[config.mk]
export PLATFORM = sky130hd
export DESIGN_NAME = ps2_key_tracker
export DESIGN_NICKNAME = d
export VERILOG_FILES = /design/src/rtl/ps2_pkg.sv /design/src/rtl/ps2_held_table.sv /design/src/rtl/ps2_key_tracker.sv
export SDC_FILE = /design/constraint.sdc
export NUM_CORES = 1
export LEC_CHECK = 0
export BUFFER_PORTS_ARGS = -buffer_cell sky130_fd_sc_hd__buf_2
export CORE_ASPECT_RATIO = 2
export CORE_UTILIZATION = 58
export DETAILED_ROUTE_END_ITERATION = 10
export PLACE_DENSITY = 0.79
export SYNTH_ARGS = -nofsm -noshare
export SYNTH_HDL_FRONTEND = slang
export SYNTH_SLANG_ARGS = --single-unit
[constraint.sdc]
create_clock -name clk -period 3.6 [get_ports clk]
set_input_delay 0.54 -clock clk [delete_from_list [all_inputs] [get_ports clk]]
set_output_delay 0.54 -clock clk [all_outputs]
set_load 0.02 [all_outputs]
[src/rtl/ps2_pkg.sv]
// ps2_pkg: shared constants and types for the PS/2 key tracker.
//   PS2_EXT / PS2_BRK : set-2 prefix bytes (extended, break)
//   is_discard()      : bytes that are keyboard status/ack, never keys
//   state_t           : byte-handling FSM states
package ps2_pkg;

  localparam logic [7:0] PS2_EXT = 8'hE0;
  localparam logic [7:0] PS2_BRK = 8'hF0;

  typedef enum logic [1:0] {
    S_IDLE   = 2'd0,
    S_POP    = 2'd1,
    S_DECODE = 2'd2
  } state_t;

  // Error, BAT-ok, ack, echo and pause-prefix bytes carry no key.
  function automatic logic is_discard(input logic [7:0] b);
    case (b)
      8'h00, 8'hFF, 8'hAA, 8'hFA, 8'hEE, 8'hE1: is_discard = 1'b1;
      default:                                  is_discard = 1'b0;
    endcase
  endfunction

endpackage

[src/rtl/ps2_held_table.sv]
// ps2_held_table: small table of currently held keys, keyed by {ext, code}.
//   clk, resetn         : clock, async active-low reset
//   key_ext, key_code   : lookup / update key
//   ins                 : store key in lowest free slot (ignored on hit)
//   del                 : invalidate the entry matching key
//   hit, full           : combinational lookup results
//   count               : registered number of valid entries
module ps2_held_table #(
  parameter int N_HELD = 4
) (
  input  logic       clk,
  input  logic       resetn,
  input  logic       key_ext,
  input  logic [7:0] key_code,
  input  logic       ins,
  input  logic       del,
  output logic       hit,
  output logic       full,
  output logic [3:0] count
);

  logic [N_HELD-1:0] valid_q, valid_d;
  logic [8:0]        key_q [N_HELD];
  logic [8:0]        key_d [N_HELD];
  logic [N_HELD-1:0] match;
  logic [3:0]        count_q, count_d;
  logic              placed;

  always_comb begin
    match = '0;
    for (int i = 0; i < N_HELD; i++) begin
      match[i] = valid_q[i] && (key_q[i] == {key_ext, key_code});
    end
  end

  assign hit   = |match;
  assign full  = &valid_q;
  assign count = count_q;

  always_comb begin
    valid_d = valid_q;
    key_d   = key_q;
    placed  = 1'b0;
    if (del) begin
      valid_d = valid_q & ~match;
    end else if (ins && !hit) begin
      for (int i = 0; i < N_HELD; i++) begin
        if (!valid_q[i] && !placed) begin
          valid_d[i] = 1'b1;
          key_d[i]   = {key_ext, key_code};
          placed     = 1'b1;
        end
      end
    end
    // Count follows the new contents so it moves with the event strobe.
    count_d = '0;
    for (int i = 0; i < N_HELD; i++) begin
      count_d = count_d + {3'b000, valid_d[i]};
    end
  end

  always_ff @(posedge clk or negedge resetn) begin
    if (!resetn) begin
      valid_q <= '0;
      count_q <= '0;
      for (int i = 0; i < N_HELD; i++) key_q[i] <= '0;
    end else begin
      valid_q <= valid_d;
      count_q <= count_d;
      key_q   <= key_d;
    end
  end

endmodule

[src/rtl/ps2_key_tracker.sv]
// ps2_key_tracker: pops set-2 scancode bytes from the ps2_keyboard FIFO,
// strips E0/F0 prefixes and emits one event per make/break, flagging
// typematic repeats via a held-key table.
//   fifo_data/fifo_ready/fifo_nextdata_n : FIFO head, non-empty, pop strobe
//   clr_count                            : sync clear of press_count
//   evt_*                                : one-cycle key event
//   last_code/last_ext                   : most recent make
//   held_count, press_count              : held keys, new makes (wrapping)
//   table_full_err                       : sticky, make lost for lack of slot
//
// state    | meaning
// S_IDLE   | wait for fifo_ready, latch byte, start pop strobe
// S_POP    | end pop strobe, let FIFO pointer settle
// S_DECODE | classify byte, update pend flags / table / counters
module ps2_key_tracker
  import ps2_pkg::*;
#(
  parameter int CNT_W  = 8,
  parameter int N_HELD = 4
) (
  input  logic             clk,
  input  logic             resetn,
  input  logic [7:0]       fifo_data,
  input  logic             fifo_ready,
  output logic             fifo_nextdata_n,
  input  logic             clr_count,
  output logic             evt_valid,
  output logic [7:0]       evt_code,
  output logic             evt_ext,
  output logic             evt_break,
  output logic             evt_repeat,
  output logic [7:0]       last_code,
  output logic             last_ext,
  output logic [3:0]       held_count,
  output logic [CNT_W-1:0] press_count,
  output logic             table_full_err
);

  state_t           state_q, state_d;
  logic [7:0]       byte_q, byte_d;
  logic             nextdata_n_q, nextdata_n_d;
  logic             ext_pend_q, ext_pend_d;
  logic             brk_pend_q, brk_pend_d;
  logic             evt_valid_q, evt_valid_d;
  logic [7:0]       evt_code_q, evt_code_d;
  logic             evt_ext_q, evt_ext_d;
  logic             evt_break_q, evt_break_d;
  logic             evt_repeat_q, evt_repeat_d;
  logic [7:0]       last_code_q, last_code_d;
  logic             last_ext_q, last_ext_d;
  logic [CNT_W-1:0] press_count_q, press_count_d;
  logic             err_q, err_d;
  logic             tbl_ins, tbl_del, tbl_hit, tbl_full;

  ps2_held_table #(.N_HELD(N_HELD)) u_table (
    .clk      (clk),
    .resetn   (resetn),
    .key_ext  (ext_pend_q),
    .key_code (byte_q),
    .ins      (tbl_ins),
    .del      (tbl_del),
    .hit      (tbl_hit),
    .full     (tbl_full),
    .count    (held_count)
  );

  always_comb begin
    state_d       = state_q;
    byte_d        = byte_q;
    nextdata_n_d  = 1'b1;
    ext_pend_d    = ext_pend_q;
    brk_pend_d    = brk_pend_q;
    evt_valid_d   = 1'b0;
    evt_code_d    = evt_code_q;
    evt_ext_d     = evt_ext_q;
    evt_break_d   = evt_break_q;
    evt_repeat_d  = evt_repeat_q;
    last_code_d   = last_code_q;
    last_ext_d    = last_ext_q;
    press_count_d = press_count_q;
    err_d         = err_q;
    tbl_ins       = 1'b0;
    tbl_del       = 1'b0;

    case (state_q)
      S_IDLE: begin
        if (fifo_ready) begin
          byte_d       = fifo_data;
          nextdata_n_d = 1'b0;
          state_d      = S_POP;
        end
      end
      S_POP: state_d = S_DECODE;
      S_DECODE: begin
        state_d = S_IDLE;
        if (byte_q == PS2_EXT) begin
          ext_pend_d = 1'b1;
        end else if (byte_q == PS2_BRK) begin
          brk_pend_d = 1'b1;
        end else if (is_discard(byte_q)) begin
          ext_pend_d = 1'b0;
          brk_pend_d = 1'b0;
        end else begin
          evt_valid_d  = 1'b1;
          evt_code_d   = byte_q;
          evt_ext_d    = ext_pend_q;
          evt_break_d  = brk_pend_q;
          evt_repeat_d = 1'b0;
          ext_pend_d   = 1'b0;
          brk_pend_d   = 1'b0;
          if (brk_pend_q) begin
            tbl_del = 1'b1;
          end else if (tbl_hit) begin
            evt_repeat_d = 1'b1;
          end else begin
            // A new make counts even when the table cannot hold it.
            press_count_d = press_count_q + CNT_W'(1);
            last_code_d   = byte_q;
            last_ext_d    = ext_pend_q;
            if (tbl_full) err_d = 1'b1;
            else          tbl_ins = 1'b1;
          end
        end
      end
      default: state_d = S_IDLE;
    endcase

    if (clr_count) press_count_d = '0;
  end

  always_ff @(posedge clk or negedge resetn) begin
    if (!resetn) begin
      state_q       <= S_IDLE;
      byte_q        <= '0;
      nextdata_n_q  <= 1'b1;
      ext_pend_q    <= 1'b0;
      brk_pend_q    <= 1'b0;
      evt_valid_q   <= 1'b0;
      evt_code_q    <= '0;
      evt_ext_q     <= 1'b0;
      evt_break_q   <= 1'b0;
      evt_repeat_q  <= 1'b0;
      last_code_q   <= '0;
      last_ext_q    <= 1'b0;
      press_count_q <= '0;
      err_q         <= 1'b0;
    end else begin
      state_q       <= state_d;
      byte_q        <= byte_d;
      nextdata_n_q  <= nextdata_n_d;
      ext_pend_q    <= ext_pend_d;
      brk_pend_q    <= brk_pend_d;
      evt_valid_q   <= evt_valid_d;
      evt_code_q    <= evt_code_d;
      evt_ext_q     <= evt_ext_d;
      evt_break_q   <= evt_break_d;
      evt_repeat_q  <= evt_repeat_d;
      last_code_q   <= last_code_d;
      last_ext_q    <= last_ext_d;
      press_count_q <= press_count_d;
      err_q         <= err_d;
    end
  end

  assign fifo_nextdata_n = nextdata_n_q;
  assign evt_valid       = evt_valid_q;
  assign evt_code        = evt_code_q;
  assign evt_ext         = evt_ext_q;
  assign evt_break       = evt_break_q;
  assign evt_repeat      = evt_repeat_q;
  assign last_code       = last_code_q;
  assign last_ext        = last_ext_q;
  assign press_count     = press_count_q;
  assign table_full_err  = err_q;

endmodule

## After elaboration in Yosys (flattened, before gate mapping)

Index checks and enable logic that the tools add are counted.
W data, S select, Z words.

- Flip-flop bits (word level): 87
- Bits in latches: 0
- Memory bits (writable): 0
- Memory bits (read-only): 0
- Input bits: 12
- Output and inout bits: 35
- Logic and storage cells: 135
- Memories kept: 0

- Add/subtract/negate cells: 4
- Multiply operators: 0
- Divide/modulo/power cells: 0
- Magnitude comparators: 0
- Equality and inequality tests: 20
- Shifts and indexed selects: 0
- Muxes and demuxes: 50
- Bitwise logic cells: 9
- Reduce and logical (&&, ||, !) cells: 32

Operators by type and width:

| operator | number |
|---|---|
| $eq A8 B8 Y1 const B | 7 |
| $mux W8 | 7 |
| $mux W1 | 39 |
| $eq A9 B9 Y1 | 4 |
| $ne A2 B2 Y1 const B | 7 |
| $reduce_and A3 Y1 | 4 |
| $reduce_and A6 Y1 | 2 |
| $reduce_and A10 Y1 | 1 |
| $add A4 B1 Y4 | 2 |
| $add A8 B1 Y8 const B | 1 |
| $logic_and A1 B1 Y1 | 8 |
| $logic_not A8 Y1 | 1 |
| $mux W4 | 2 |
| $reduce_and A4 Y1 | 2 |
| $logic_not A1 Y1 | 7 |
| $not A1 Y1 | 7 |
| $reduce_and A2 Y1 | 3 |
| $reduce_or A6 Y1 | 1 |
| $and A4 B4 Y4 | 1 |
| $not A4 Y4 | 1 |
| $pmux W2 S2 | 1 |
| $reduce_or A4 Y1 | 1 |
| $add A1 B1 Y2 | 1 |
| $eq A2 B1 Y1 const B | 1 |
| other kinds (4) | 4 |

## Logic depth before layout (Yosys ltp)

- Depth in word-level cells: 31
- Depth in mapped cells: 13
- Gate-level depth less buffers: 11

## Modules after synthesis

From an unflattened synthesis, not the netlist that was laid out.

- Cell total of the unflattened synthesis: 332
- Area, all modules: 4242.8 µm²

By module, submodules not included:

| module | instances | cells each | area each (µm²) | sequential area each (µm²) |
|---|---|---|---|---|
| ps2_held_table | 1 | 181 | 2319.7 | 1076.0 |
| ps2_key_tracker | 1 | 151 | 1923.1 | 1077.3 |

## Worst setup path after synthesis

No wires, ideal clock.

- Kind: register to register
- Start point: reg byte_q[4]
- End point: reg u_table.count_q[1] (netlist: u_table.count[1])
- Library setup time: 0.126 ns
- Data arrival time: 2.910 ns
- Required time: 3.474 ns
- Setup slack: 0.565 ns
- Stages on the path, launching flop included: 14
- Path buffers: 2
- Clock period less this slack: 3.035 ns
- Cell sequence: dfrtp_1 -> buf_6 -> xor2_1 -> nor4_2 -> nand4_1 -> o2111ai_4 -> nor4_4 -> buf_2 -> a22o_1 -> ha_1 -> inv_1 -> fa_1 -> inv_1 -> ha_1

- Cells in the longest elaborated chain, start to end: 16
- Elaborated cells between the ends (all ways): 41
- Those cells by class: add/sub (3); eq/ne (11); mux (16); bitwise (2); reduce/logical (9)

Ends and longest elaborated chain:

| element | line | text |
|---|---|---|
| from (decl) | ps2_key_tracker.sv:40 | `logic [7:0] byte_q, byte_d;` |
| from (signal assigned) | ps2_key_tracker.sv:149 | `byte_q <= byte_d;` |
| $eq A8 B8 Y1 or $logic_not A8 Y1 (tied branches) | ps2_pkg.sv:18 | `case (b)` |
| $reduce_or A6 Y1 | ps2_pkg.sv:18 |  |
| $mux W1 | ps2_pkg.sv:18 |  |
| $mux W1 | ps2_key_tracker.sv:98 | `end else if (byte_q == PS2_BRK) begin` |
| $mux W1 | ps2_key_tracker.sv:96 | `if (byte_q == PS2_EXT) begin` |
| $mux W1 | ps2_key_tracker.sv:85 | `case (state_q)` |
| $mux W1 | ps2_key_tracker.sv:100 | `end else if (is_discard(byte_q)) begin` |
| $mux W1 | ps2_key_tracker.sv:98 |  |
| $mux W1 | ps2_key_tracker.sv:96 |  |
| $mux W1 | ps2_key_tracker.sv:85 |  |
| $logic_and A1 B1 Y1 | ps2_held_table.sv:46 | `end else if (ins && !hit) begin` |
| $mux W4 | ps2_held_table.sv:46 |  |
| $mux W4 (*) | ps2_held_table.sv:44 | `if (del) begin` |
| via u_table.valid_d[1] | ps2_held_table.sv:22 | `logic [N_HELD-1:0] valid_q, valid_d;` |
| $add A1 B1 Y2 (*) | ps2_held_table.sv:58 | `count_d = count_d + {3'b000, valid_d[i]};` |
| $add A4 B1 Y4 (*) (2 in series) | ps2_held_table.sv:58 |  |
| via u_table.count_d[1] | ps2_held_table.sv:26 | `logic [3:0] count_q, count_d;` |
| to (signal assigned) | ps2_held_table.sv:69 | `count_q <= count_d;` |
| to (decl) | ps2_held_table.sv:26 |  |

Mark *: on every way through the listed nets, which the timed path passes. The rest lies on a longest branch. The select of a mux whose other input is x is not followed.
A chain may end at the register's enable or synchronous reset.

## Final worst setup path

Same ends and word-level chain as after synthesis.

==> out/metrics.yaml <==
outcome:
  outcome: "complete, no violations"
route:
  wl_met3_um: 246
  drtPass1Iterations: 6
  drc_errors: 0
  postRouteAntennaNets: 0
  wl_met1_um: 3092
  dr_wl_met2_um: 4750
  via_count: 2617
  vias_per_cell: 5.714
  first_iter_violations: 81
  wl_um: 8358
  highest_layer: "met4"
  wire_per_inst_um: 18.25
clocking:
  post_cts_resized: 0
  cts_root_buf: "clkbuf_16"
  cts.sinks: 86
  cts-htree-levels: 3
  cts_buffers: 9
  cts_buffer_depth: 2
  cts_hold_buffers: 0
  postCtsSetupBuffers: 0
  tritoncts: "yes"
  clk_latency_ns: 0.34
  clk_pin_slew_ns: 0.06
synth:
  postSynthAreaPerCell_um2: 12.81
  synth.area.top_cells: "dfrtp_1 (52%), mux2_2 (15%), xor2_1 (7.2%)"
  synthMuxAreaShare_pct: 18.81
  synth_area_mm2: 0.004124
  synth_xor_area_share_pct: 7.858
  synth_area_leader_cell: "dfrtp_1"
  synth-simple-area-share_pct: 10.47
  synth-seq-area-share_pct: 52.21
  synth_cell_type_count: 48
  yosysWarnings: 0
  synth_compound_area_share_pct: 4.521
  synthFlopType: "dfrtp_1"
  syn-num-nets: 338
  synth_top_area_share_pct: 51.58
  yosysMostFrequentCell: "dfrtp_1"
  synth_seq_cells: 86
  synth_commonest_cells: "dfrtp_1 (85), mux2_2 (56), xor2_1 (34)"
  yosys.area_share.adder_pct: 1.396
  synth_edf_count: 0
  synth-async-reset-ratio_pct: 100.0
  synth_top_family_by_area: "multiplexers"
  netlist_instances: 322
global_routing:
  grt_pass1_vias: 2690
  grt_util_all_layers_pct: 25.83
  grt_max_degree: 87
  grt_pass1_wl_um: 13460
  antenna_found_initial: 0
  grt_overflow: 0
flow_run:
  maxCapViolations: 0
sta:
  holdWs_ns: 0.3654
  setup_viol: 0
  fin_tns_setup_ns: 0
  hold_viol: 0
  slew_headroom_pct: 29.76
  tightest_slew_ns: 1.054
  slew_viol_final: 0
  rsz0062_at_grt: "false"
  max_freq_mhz: 317.4
  fin_crit_sh_pct: 87.52
  post-route-min-period_ns: 3.151
  finalClockSkew_ns: 0.006508
finish:
  drive_gt1_share_pct: 38.86
  syn_to_final_growth_pct: 14.50
  post_layout_nonfiller_instances: 458
  finalNetCount: 379
  num_antenna_cells: 0
worst_setup_path:
  cp-start-kind: "flop"
  crit_required_ns: 3.82
  cp_max_fo: 17
  worst_setup_path_end_kind: "flop"
  crit_type: "flop to flop"
  cp.arrival_ns: 3.37
power_and_ir_drop:
  peakVddDrop_uv: 527.3
  p_per_area_mw_per_mm2: 844.7
  power_leakage_nw: 2.204
  finalPower_mw: 3.989
die:
  top_level_ports: 47
  die_h_um: 121.3
  coreArea_mm2: 0.006887
  dieArea_mm2: 0.007472
  rows: 43
  die_w_um: 61.63
  initial_utilization_pct: 59.88
placement:
  gp_congestion: 0.8835
  hpwl_um: 5822
  portBuffers: 45
  dp.cells: 442
worst_hold_path:
  hp-class: "input port to async pin"
-- critical path, cell delays in order, from the launching register on --
cell and delay (ns):
dfrtp_1 0.70, xor2_1 0.15, nor4_2 0.32, nand4_1 0.23, o2111ai_4 0.28, nor4_4 0.07, a22o_1 0.26, ha_1 0.28
inv_1 0.05, fa_1 0.41, inv_1 0.06, ha_1 0.22
-- power by group --
group	internal [mW]	total, mW	switching, mW
logic	0.611	1.25	0.634
registers	1.34	1.68	0.341
clock network	0.695	1.06	0.370
total	2.64	3.99	1.35
-- layout by cell type (no fill, tap or decap), types with 2 or more instances in the layout --
| master | netlist | layout |
|---|---|---|
| and4_1 | 2 | 2 |
| nand2_1 | 8 | 8 |
| a21oi_1 | 7 | 7 |
| buf_4 | 4 | 10 |
| mux2_2 | 56 | 56 |
| dfrtp_1 | 85 | 85 |
| and4b_1 | 2 | 2 |
| nand3_1 | 2 | 2 |
| clkinv_2 | 0 | 2 |
| a31oi_1 | 2 | 2 |
| or3_1 | 3 | 3 |
| xor2_1 | 34 | 34 |
| nor2_1 | 15 | 15 |
| xnor2_1 | 3 | 3 |
| nor4_1 | 5 | 5 |
| nand4_1 | 10 | 10 |
| nand2b_1 | 3 | 3 |
| bufinv_16 | 0 | 3 |
| inv_1 | 9 | 9 |
| nor3b_1 | 2 | 2 |
| nor3_1 | 7 | 7 |
| nor2b_1 | 4 | 4 |
| clkbuf_16 | 0 | 9 |
| o21ai_0 | 6 | 6 |
| ha_1 | 3 | 3 |
| mux2_4 | 9 | 9 |
| buf_2 | 12 | 44 |
-- metrics by stage --
stage               util, %  area [um2]  setup slack [ns]
detailed placement    63.52        4374            0.4648
floorplan                 -        4124            0.5646
CTS                   68.57        4722            0.4194
global placement      63.52        4374            0.4692
finish                68.57        4722            0.4492
global route          68.57        4722            0.2379
-- final timing paths --
check                                            from                       endpoint  slack, ns  cells after the start
max in group asynchronous                      resetn     u_table.count[0]$_DFF_PN0_       2.53                      1
min reg2reg                table_full_err$_DFFE_PN0P_     table_full_err$_DFFE_PN0P_       0.49                      1
max reg2reg                     byte_q[4]$_DFFE_PN0P_     u_table.count[1]$_DFF_PN0_       0.45                     11
min                                            resetn  u_table.key_q[12]$_DFFE_PN0P_       0.37                      1
min in group clk                         fifo_data[6]          byte_q[6]$_DFFE_PN0P_       0.43                      2
max                             byte_q[4]$_DFFE_PN0P_     u_table.count[1]$_DFF_PN0_       0.45                     11
-- logic make-up (layout without fill, tap and decap cells) --
kind of cell | count (synthesis) | in the layout
muxes | 66 | 66
other | 1 | 1
buffers and inverters | 33 | 79
and+or+nand+nor | 70 | 70
adders and majority gates | 4 | 4
DFF | 86 | 86
xor gates and xnor gates | 37 | 37
AOI/OAI and AO/OA | 25 | 25
-- flip-flops by register name (all words and copies together), names as in the netlist, 2 cells and up --
register	cells
press_count	8
evt_code	8
state_q	2
u_table.key_q	36
u_table.valid_q	4
last_code	8
u_table.count	3
byte_q	8
-- layout make-up --
cell class	instances	area, um2
fillers	525	2165
clock inverters	6	108.9
flip-flops and latches	86	2153
inverters	9	33.78
clock buffers	10	239.0
well taps	90	112.6
repair buffers	54	295.3
multi-input cells	203	1779
-- layer usage --
layer | vias up | track usage, %
li1 | 1209 | -
met1 | 1328 | 28.49
met2 | 59 | 44.29
met3 | 21 | 6.716
met4 | 0 | 11.81
met5 | - | 0
No activity file was read; power rests on OpenSTA's default activity.
